### config.mk
export PLATFORM = sky130hd
export DESIGN_NAME = dmem_responder
export DESIGN_NICKNAME = d
export VERILOG_FILES = /design/src/rtl/dmem_responder.sv
export SDC_FILE = /design/constraint.sdc
export NUM_CORES = 2
export LEC_CHECK = 0
export BUFFER_PORTS_ARGS = -buffer_cell sky130_fd_sc_hd__buf_2
export CORE_MARGIN = 4
export CORE_UTILIZATION = 68
export DETAILED_ROUTE_END_ITERATION = 10
export GPL_TIMING_DRIVEN = 0
export MAX_ROUTING_LAYER = met4
export PLACE_DENSITY_LB_ADDON = 0.2
export SETUP_SLACK_MARGIN = 0.2
export SLEW_MARGIN = 20
export SYNTH_ARGS = -nofsm -noshare
export SYNTH_HDL_FRONTEND = slang
export SYNTH_MEMORY_MAX_BITS = 65536
export SYNTH_SLANG_ARGS = --single-unit
### constraint.sdc
create_clock -name clk -period 4.2 [get_ports clk]
set_clock_uncertainty 0.2 [all_clocks]
set_input_delay 0.21 -clock clk [delete_from_list [all_inputs] [get_ports clk]]
set_output_delay 0.21 -clock clk [all_outputs]
set_load 0.02 [all_outputs]
### src/rtl/dmem_responder.sv
// Data-memory responder: word RAM plus MMIO console FIFO, status and cycle counter.
// Optional CYCLE register is built only when DMEM_CYCLE_COUNTER_EN is defined.
module dmem_responder #(
  parameter int          ADDR_WIDTH = 8,
  parameter int          FIFO_DEPTH = 4,
  parameter logic [15:0] MMIO_BASE  = 16'hFF00
) (
  input  logic        clk,
  input  logic        rst,
  input  logic        memWrite,
  input  logic [15:0] addr,
  input  logic [15:0] writeData,
  output logic [15:0] readData,
  output logic [15:0] tx_data,
  output logic        tx_valid,
  input  logic        tx_ready,
  output logic        overflow
);

  localparam int             PTR_W   = (FIFO_DEPTH > 1) ? $clog2(FIFO_DEPTH) : 1;
  localparam logic [PTR_W:0] DEPTH_C = (PTR_W + 1)'(FIFO_DEPTH);
  localparam logic [14:0]    BASE_W  = MMIO_BASE[15:1];

  logic [15:0] mem_q [2**ADDR_WIDTH];
  logic [15:0] fifo_q [FIFO_DEPTH];

  logic [PTR_W-1:0] wr_ptr_q, wr_ptr_d, rd_ptr_q, rd_ptr_d;
  logic [PTR_W:0]   count_q, count_d;
  logic             ovf_q, ovf_d;

  logic [ADDR_WIDTH-1:0] idx;
  logic [14:0]           off_w;
  logic sel_mmio, sel_console, sel_status, sel_cycle;
  logic full, empty, push, pop, wr_en, ovf_clr;
  logic [15:0] cyc_rd;

  // Decode works on word offsets so byte bit 0 never matters.
  assign idx         = addr[ADDR_WIDTH:1];
  assign sel_mmio    = (addr >= MMIO_BASE);
  assign off_w       = addr[15:1] - BASE_W;
  assign sel_console = sel_mmio && (off_w == 15'd0);
  assign sel_status  = sel_mmio && (off_w == 15'd1);
  assign sel_cycle   = sel_mmio && (off_w == 15'd2);

  assign empty    = (count_q == '0);
  assign full     = (count_q == DEPTH_C);
  assign tx_valid = !empty;
  assign tx_data  = empty ? 16'h0000 : fifo_q[rd_ptr_q];
  assign overflow = ovf_q;

  always_comb begin
    push     = memWrite && sel_console;
    pop      = tx_valid && tx_ready;
    wr_en    = push && (!full || pop);
    ovf_clr  = memWrite && sel_status && writeData[2];
    wr_ptr_d = wr_ptr_q;
    rd_ptr_d = rd_ptr_q;
    count_d  = count_q;
    ovf_d    = ovf_q;
    if (wr_en) wr_ptr_d = wr_ptr_q + 1'b1;
    if (pop)   rd_ptr_d = rd_ptr_q + 1'b1;
    if (wr_en && !pop)      count_d = count_q + 1'b1;
    else if (!wr_en && pop) count_d = count_q - 1'b1;
    if (ovf_clr) ovf_d = 1'b0;
    // A dropped push outranks a same-cycle clear.
    if (push && full && !pop) ovf_d = 1'b1;
  end

  always_ff @(posedge clk or posedge rst) begin
    if (rst) begin
      wr_ptr_q <= '0;
      rd_ptr_q <= '0;
      count_q  <= '0;
      ovf_q    <= 1'b0;
    end else begin
      wr_ptr_q <= wr_ptr_d;
      rd_ptr_q <= rd_ptr_d;
      count_q  <= count_d;
      ovf_q    <= ovf_d;
    end
  end

  always_ff @(posedge clk) begin
    if (wr_en) fifo_q[wr_ptr_q] <= writeData;
  end

  always_ff @(posedge clk) begin
    if (memWrite && !sel_mmio) mem_q[idx] <= writeData;
  end

`ifdef DMEM_CYCLE_COUNTER_EN
  logic [15:0] cyc_q, cyc_d;

  always_comb begin
    cyc_d = cyc_q + 16'd1;
    if (memWrite && sel_cycle) cyc_d = writeData;
  end

  always_ff @(posedge clk or posedge rst) begin
    if (rst) cyc_q <= 16'h0000;
    else     cyc_q <= cyc_d;
  end

  assign cyc_rd = cyc_q;
`else
  assign cyc_rd = 16'h0000;
`endif

  always_comb begin
    readData = 16'h0000;
    if (!sel_mmio)       readData = mem_q[idx];
    else if (sel_status) readData = {13'b0, ovf_q, full, empty};
    else if (sel_cycle)  readData = cyc_rd;
  end

endmodule

==> impl_summary.txt, run 1 <==
----------------------------------------------------
[Run status]
  Outcome ... stopped before the end
  Stage where the run ended ... 5_1_grt
  Err ... [ERROR GRT-0228] Horizontal edge usage exceeds the maximum allowed. (6, 24) usage=65535 limit=3000

[Floorplan]
  DIE HEIGHT ... 493.8 µm
  Initial core utilization ... 68.29%
  Number of primary I/O pins ... 70
  Die W ... 493.8 µm
  Cell row count ... 178

[Synthesis]
  Mapped cell area ... 160500 µm²
  Cell count after synthesis ... 6960
  Yosys reg bits ... 4168
  Mean Syn Cell Area ... 23.05 µm²
  Syn_nets ... 7003
  Post-synthesis async set-or-reset flop share ... 0.1919%
  Number of enable-type register cells in the synthesized netlist ... 4160
  Synth unique cells ... 69
  Yosys warnings ... 0
  Top_reg_cell synth ... edfxtp_1
  Fraction of the yosys area taken by sequential cells ... 77.98%

[CTS]
  # H-tree levels ... 5
  Library cell used as clock root buffer ... clkbuf_16
  Maximum root-to-sink buffer count ... 4
  # clock sinks ... 4168
  Cts bufs inserted ... 407

[Placement]
  Placement Setup Slack ... -3.045 ns
  Number of input and output port buffers inserted ... 65
  Area of placed instances ... 172700 µm²
  Placer's final routability congestion estimate ... 1.165
  Post-DP HPWL ... 466.2 mm

[Timing]
  Type of pin the worst path ends at ... output port
  Endpoint with the least setup slack after the last global-route repair ... readData[3]

[Global routing]
  Antenna violations before repair ... 140
  Maximum number of pins on one net before global-route repair ... 145

----------------------------------------------------
==> logic make-up after synthesis <==
logic type      share of synthesized area, %
flops                                  77.98
mux                                    17.31
simple gates                           1.716
buf+inv                                1.340
compound gates                         1.558
xor+xnor                             0.03821
fa+ha+maj                            0.05926
==> what timing repair did <==
action / CTS
pin swaps: 64
resized for setup: 1144
hold buffers: 33
endpoints found under the setup margin: 3771
endpoints found under the hold margin: 3483
cloned: 0
setup buffers: 85
==> stage by stage <==
stage                     cells  hold slack (ns)  utilization, %  TNS [ns]
after CTS                 11280          0.03475           81.56   -0.6601
after detailed placement  10430          0.04430           73.49  -5977.32
after global placement    10180          0.02364           70.10         -
after floorplan            6960          -0.1743               -         0
==> synthesized netlist by cell type, types with 3 or more instances <==
cell type / number / share of area [%]
o32ai_1: 5 / 0.027
nand3b_1: 3 / 0.014
a211o_1: 4 / 0.022
buf_4: 57 / 0.27
xor2_1: 3 / 0.016
a221oi_1: 6 / 0.033
and4_1: 3 / 0.016
nand2_1: 77 / 0.18
clkbuf_1: 137 / 0.32
ha_1: 6 / 0.047
or4_1: 5 / 0.023
nand2b_1: 5 / 0.019
nand4_1: 20 / 0.078
buf_6: 28 / 0.20
and3_1: 6 / 0.023
buf_1: 44 / 0.10
nor2_1: 289 / 0.68
or2_2: 3 / 0.012
mux4_2: 1092 / 15
inv_1: 6 / 0.014
nor2b_1: 34 / 0.13
or3_1: 5 / 0.019
mux2_2: 9 / 0.063
nor3_1: 21 / 0.066
edfxtp_1: 4160 / 78
o211ai_1: 5 / 0.023
nor4_1: 7 / 0.027
a32oi_1: 5 / 0.027
a31oi_1: 25 / 0.097
o221ai_1: 5 / 0.027
a22o_1: 10 / 0.055
o22ai_1: 27 / 0.11
mux2i_1: 302 / 1.9
buf_2: 141 / 0.44
a21oi_1: 50 / 0.16
dfrtp_1: 8 / 0.12
a22oi_1: 162 / 0.76
o21ai_0: 28 / 0.087
nand3_1: 83 / 0.26
and2_1: 23 / 0.090
xnor2_1: 4 / 0.022
a211oi_1: 11 / 0.051
==> inputs of run 2 (changes only) <==
--- a/config.mk
+++ b/config.mk
@@ -7,12 +7,10 @@
 export LEC_CHECK = 0
 export BUFFER_PORTS_ARGS = -buffer_cell sky130_fd_sc_hd__buf_2
 export CORE_MARGIN = 4
-export CORE_UTILIZATION = 68
+export CORE_UTILIZATION = 40
 export DETAILED_ROUTE_END_ITERATION = 10
 export GPL_TIMING_DRIVEN = 0
-export MAX_ROUTING_LAYER = met4
-export PLACE_DENSITY_LB_ADDON = 0.2
-export SETUP_SLACK_MARGIN = 0.2
+export PLACE_DENSITY_LB_ADDON = 0.15
 export SLEW_MARGIN = 20
 export SYNTH_ARGS = -nofsm -noshare
 export SYNTH_HDL_FRONTEND = slang
==> run 2 against run 1 <==
  * Synthesized cell count stayed put
  * Area after synthesis unchanged
  * The flow now finishes, with violations (negative setup slack)
==> impl_summary.txt, run 2 <==
----------------------------------------------------
[Synthesis]
  Mean Syn Cell Area ... 23.05 µm² (unchanged)
  Number of enable-type register cells in the synthesized netlist ... 4160 (unchanged)
  Leading area contributor after synthesis ... edfxtp_1
  Syn_nets ... 7003 (unchanged)
  Fraction of the yosys area taken by sequential cells ... 77.98% (unchanged)
  Cell count after synthesis ... 6960 (unchanged)
  Yosys reg bits ... 4168 (unchanged)
  Mapped cell area ... 160500 µm² (unchanged)
  Most common cell in the synthesized netlist ... edfxtp_1
  Top_reg_cell synth ... edfxtp_1
  Main area contributors after synthesis ... edfxtp_1, mux4_2, mux2i_1, a22oi_1, nor2_1
  Post-synthesis async set-or-reset flop share ... 0.1919% (unchanged)
  Synth unique cells ... 69 (unchanged)
  Area share of the largest cell type after synthesis ... 77.86% (unchanged)
  Top post-synthesis cells by count ... edfxtp_1, mux4_2, mux2i_1
  Yosys warnings ... 0 (unchanged)

[Worst setup path]
  Required time of the critical path ... 3.79 ns
  Critical path's most frequent cell ... buf_12
  Worst Setup End Kind ... output port
  Signal arrival time at the worst endpoint ... 4.48 ns
  Nature of the critical path startpoint ... primary input
  Critical path's largest stage delay ... 0.64 ns
  Cell with the biggest individual delay on the critical path ... o211ai_1
  Critical path, cell by cell ... buf_2 -> buf_12 -> buf_6 -> buf_12 -> buf_12 -> mux4_2 -> mux2i_2 -> o22ai_2 -> nor4_4 -> o211ai_1 -> a211o_2 -> buf_6
  Maximum fanout along the worst path ... 10
  Critical path type ... in2out

[Layout]
  Layout cells sized above 1 ... 37.65%
  Leading cell types in the layout, fill and taps excluded ... edfxtp_1, mux4_2, clkbuf_16
  Area growth, synth to finish ... 23.76%
  Fin area ... 198600 µm²
  Largest registers ranked by flip-flop count ... mem_q x4096, fifo_q x64, count_q x3
  Largest reg by FF count ... mem_q
  Flip-flop count of the largest register, all copies and words added ... 4096
  Nets@finish ... 8050
  Commonest non-fill, non-tap cell in the layout ... edfxtp_1

[Flow run]
  Max cap viols ... 0

[Timing]
  Setup repair after global routing missed its margin ... yes
  Final-layout worst hold slack ... 0.04295 ns
  Time the final worst path needs with I/O delays and setup ... 4.891 ns
  Worst slew margin relative to its limit ... 11.86%
  Final Cycle Share ... 116.5%
  Achievable frequency ... 204.5 MHz
  Number of endpoints with negative hold slack in the final report ... 0
  Actual slew at the worst max-slew pin ... 1.322 ns
  Smallest setup slack after layout ... -0.6910 ns
  Total count of max-transition violations in the final report ... 0
  Total setup violations reported at the end of the flow ... 59

[Route]
  Vias/cell ... 6.694
  DR vias ... 91660
  Routed Wire Length ... 742.1 mm
  Final antenna-violating net count ... 0
  Violation count after the first detailed-routing iteration ... 18230
  Wirelength per Cell ... 54.19 µm
  Final routed DRC violation total ... 0
  First-pass iteration count of the detailed router ... 7

[Power and ir drop]
  Worst supply voltage drop on vdd ... 0.0003823 V
  Power density cells ... 465.2 nW/µm²
  P_sw ... 22.95 mW
  Design internal power ... 69.43 mW
  Static Leak ... 62.41 nW
  Sequential power share ... 49.7%
  Proportion of power drawn by the clock network ... 41.2%
  Combinational group share of total power ... 9.1%
  Proportion of total power due to net switching ... 24.84%
  Final Total Pwr ... 92.38 mW

[CTS]
  # clock sinks ... 4168 (unchanged)
  Worst-Skew Late Latency ... 1.05 ns
  Maximum root-to-sink buffer count ... 4 (unchanged)
  Clock tree from TritonCTS ... built
  Library cell used as clock root buffer ... clkbuf_16
  Clock slew at reported path FFs ... 0.06 ns
  # H-tree levels ... 5 (unchanged)
  Cts bufs inserted ... 440 (+8.1%)

[Placement]
  Area of placed instances ... 177400 µm² (+2.8%)
  Placer's final routability congestion estimate ... 1.061 (-8.9%)
  Post-DP HPWL ... 505.6 mm (+8.5%)
  Placement Setup Slack ... -3.217 ns (-0.1721 ns)
  Number of input and output port buffers inserted ... 65 (unchanged)

[Worst hold path]
  Min-delay worst type ... in2reg

[Run status]
  Violated checks ... negative setup slack
  Outcome ... finished, violations left

[Floorplan]
  Initial core utilization ... 40.17% (-28 points)
  Die W ... 641.3 µm (+30%)
  DIE HEIGHT ... 641.3 µm (+30%)
  Core box area ... 399400 µm²
  Area enclosed by the die boundary ... 411300 µm²
  Number of primary I/O pins ... 70 (unchanged)
  Cell row count ... 232 (+30%)

[Global routing]
  Antenna violations before repair ... 70
  Global route overflow ... 0
  Global-route wire length before repair ... 927.8 mm
  Overall routing resource usage ... 35.78%
  Number of global-route vias before repair ... 84140
  Maximum number of pins on one net before global-route repair ... 129

----------------------------------------------------
-- run 2: per-stage QoR --
| stage | TNS [ns] | std cells | util (%) |
|---|---|---|---|
| 2_1_floorplan | 0 | 6960 | - |
| 3_3_place_gp | - | 12290 | 41.90 |
| 3_5_place_dp | -6404.93 | 12610 | 44.43 |
| 4_1_cts | -3.416 | 13530 | 49.19 |
| 5_1_grt | -1.960 | 13660 | 49.69 |
| 6_report | -6.815 | 13690 | 49.71 |
-- run 2: repair_timing --
item / in CTS / in global routing
hold buffers: 40 / 0
buffers inserted: 65 / 116
pin swaps: 39 / 29
endpoints found under the hold margin: 3571 / 0
gates cloned: 1 / 0
gates resized for setup: 971 / 198
setup endpoints to repair: 2918 / 23
-- run 2: power by group through the flow --
stage | logic, mW | clock network, mW | registers (mW)
2_1_floorplan | 2.69 | 0 | 46.8
3_3_place_gp | 6.69 | 0 | 47.0
3_5_place_dp | 7.18 | 0 | 46.8
4_1_cts | 7.85 | 38.2 | 45.9
5_1_grt | 8.25 | 40.0 | 45.9
6_report | 8.38 | 38.1 | 45.9
-- run 2: layout make-up --
class                      count  area, µm²
antenna                       49      122.6
buffer                       404       5330
clock buffer                 533      11440
clock inverter               282       2432
fill                       31630     200900
inverter                       6      26.28
multi-input combinational   2379      36940
sequential                  4168     125100
tap                         5265       6588
timing repair buffer         608      10570
-- run 2: cells by family after synthesis --
logic type | after synthesis | synth area share (%)
flops | 4168 | 77.98
mux | 1405 | 17.31
simple gates | 600 | 1.716
buf+inv | 413 | 1.340
compound gates | 360 | 1.558
xor+xnor | 7 | 0.03821
fa+ha+maj | 7 | 0.05926
-- run 2: worst paths after layout --
check	to	cells after the start	slack, ns	start
min in group asynchronous	count_q[0]	5	0.58	rst
hold reg to reg	count_q[2]	1	0.29	count_q[2]
setup reg to reg	count_q[1]	8	1.24	count_q[0]
setup / recovery	readData[9]	12	-0.69	addr[2]
max in group asynchronous	rd_ptr_q[1]	5	2.95	rst
hold / removal	mem_q[200][6]	2	0.04	writeData[6]
-- run 2: critical path: cells and delay by family --
kind / cells / cell delay [ns]
buffers and inverters: 6 / 1.47
AO/OA/AOI/OAI: 3 / 1.46
multiplexers: 2 / 0.65
AND/OR/NAND/NOR: 1 / 0.54
-- run 2: routing by layer --
metal | wire length (µm) | vias to the layer above | global-route usage [%]
li1 | - | 32060 | -
met1 | 259000 | 50110 | 45.24
met2 | 315400 | 7767 | 50.77
met3 | 100800 | 1700 | 13.43
met4 | 66140 | 22 | 25.38
met5 | 722 | - | 0
No activity file was read; power rests on OpenSTA's default activity.
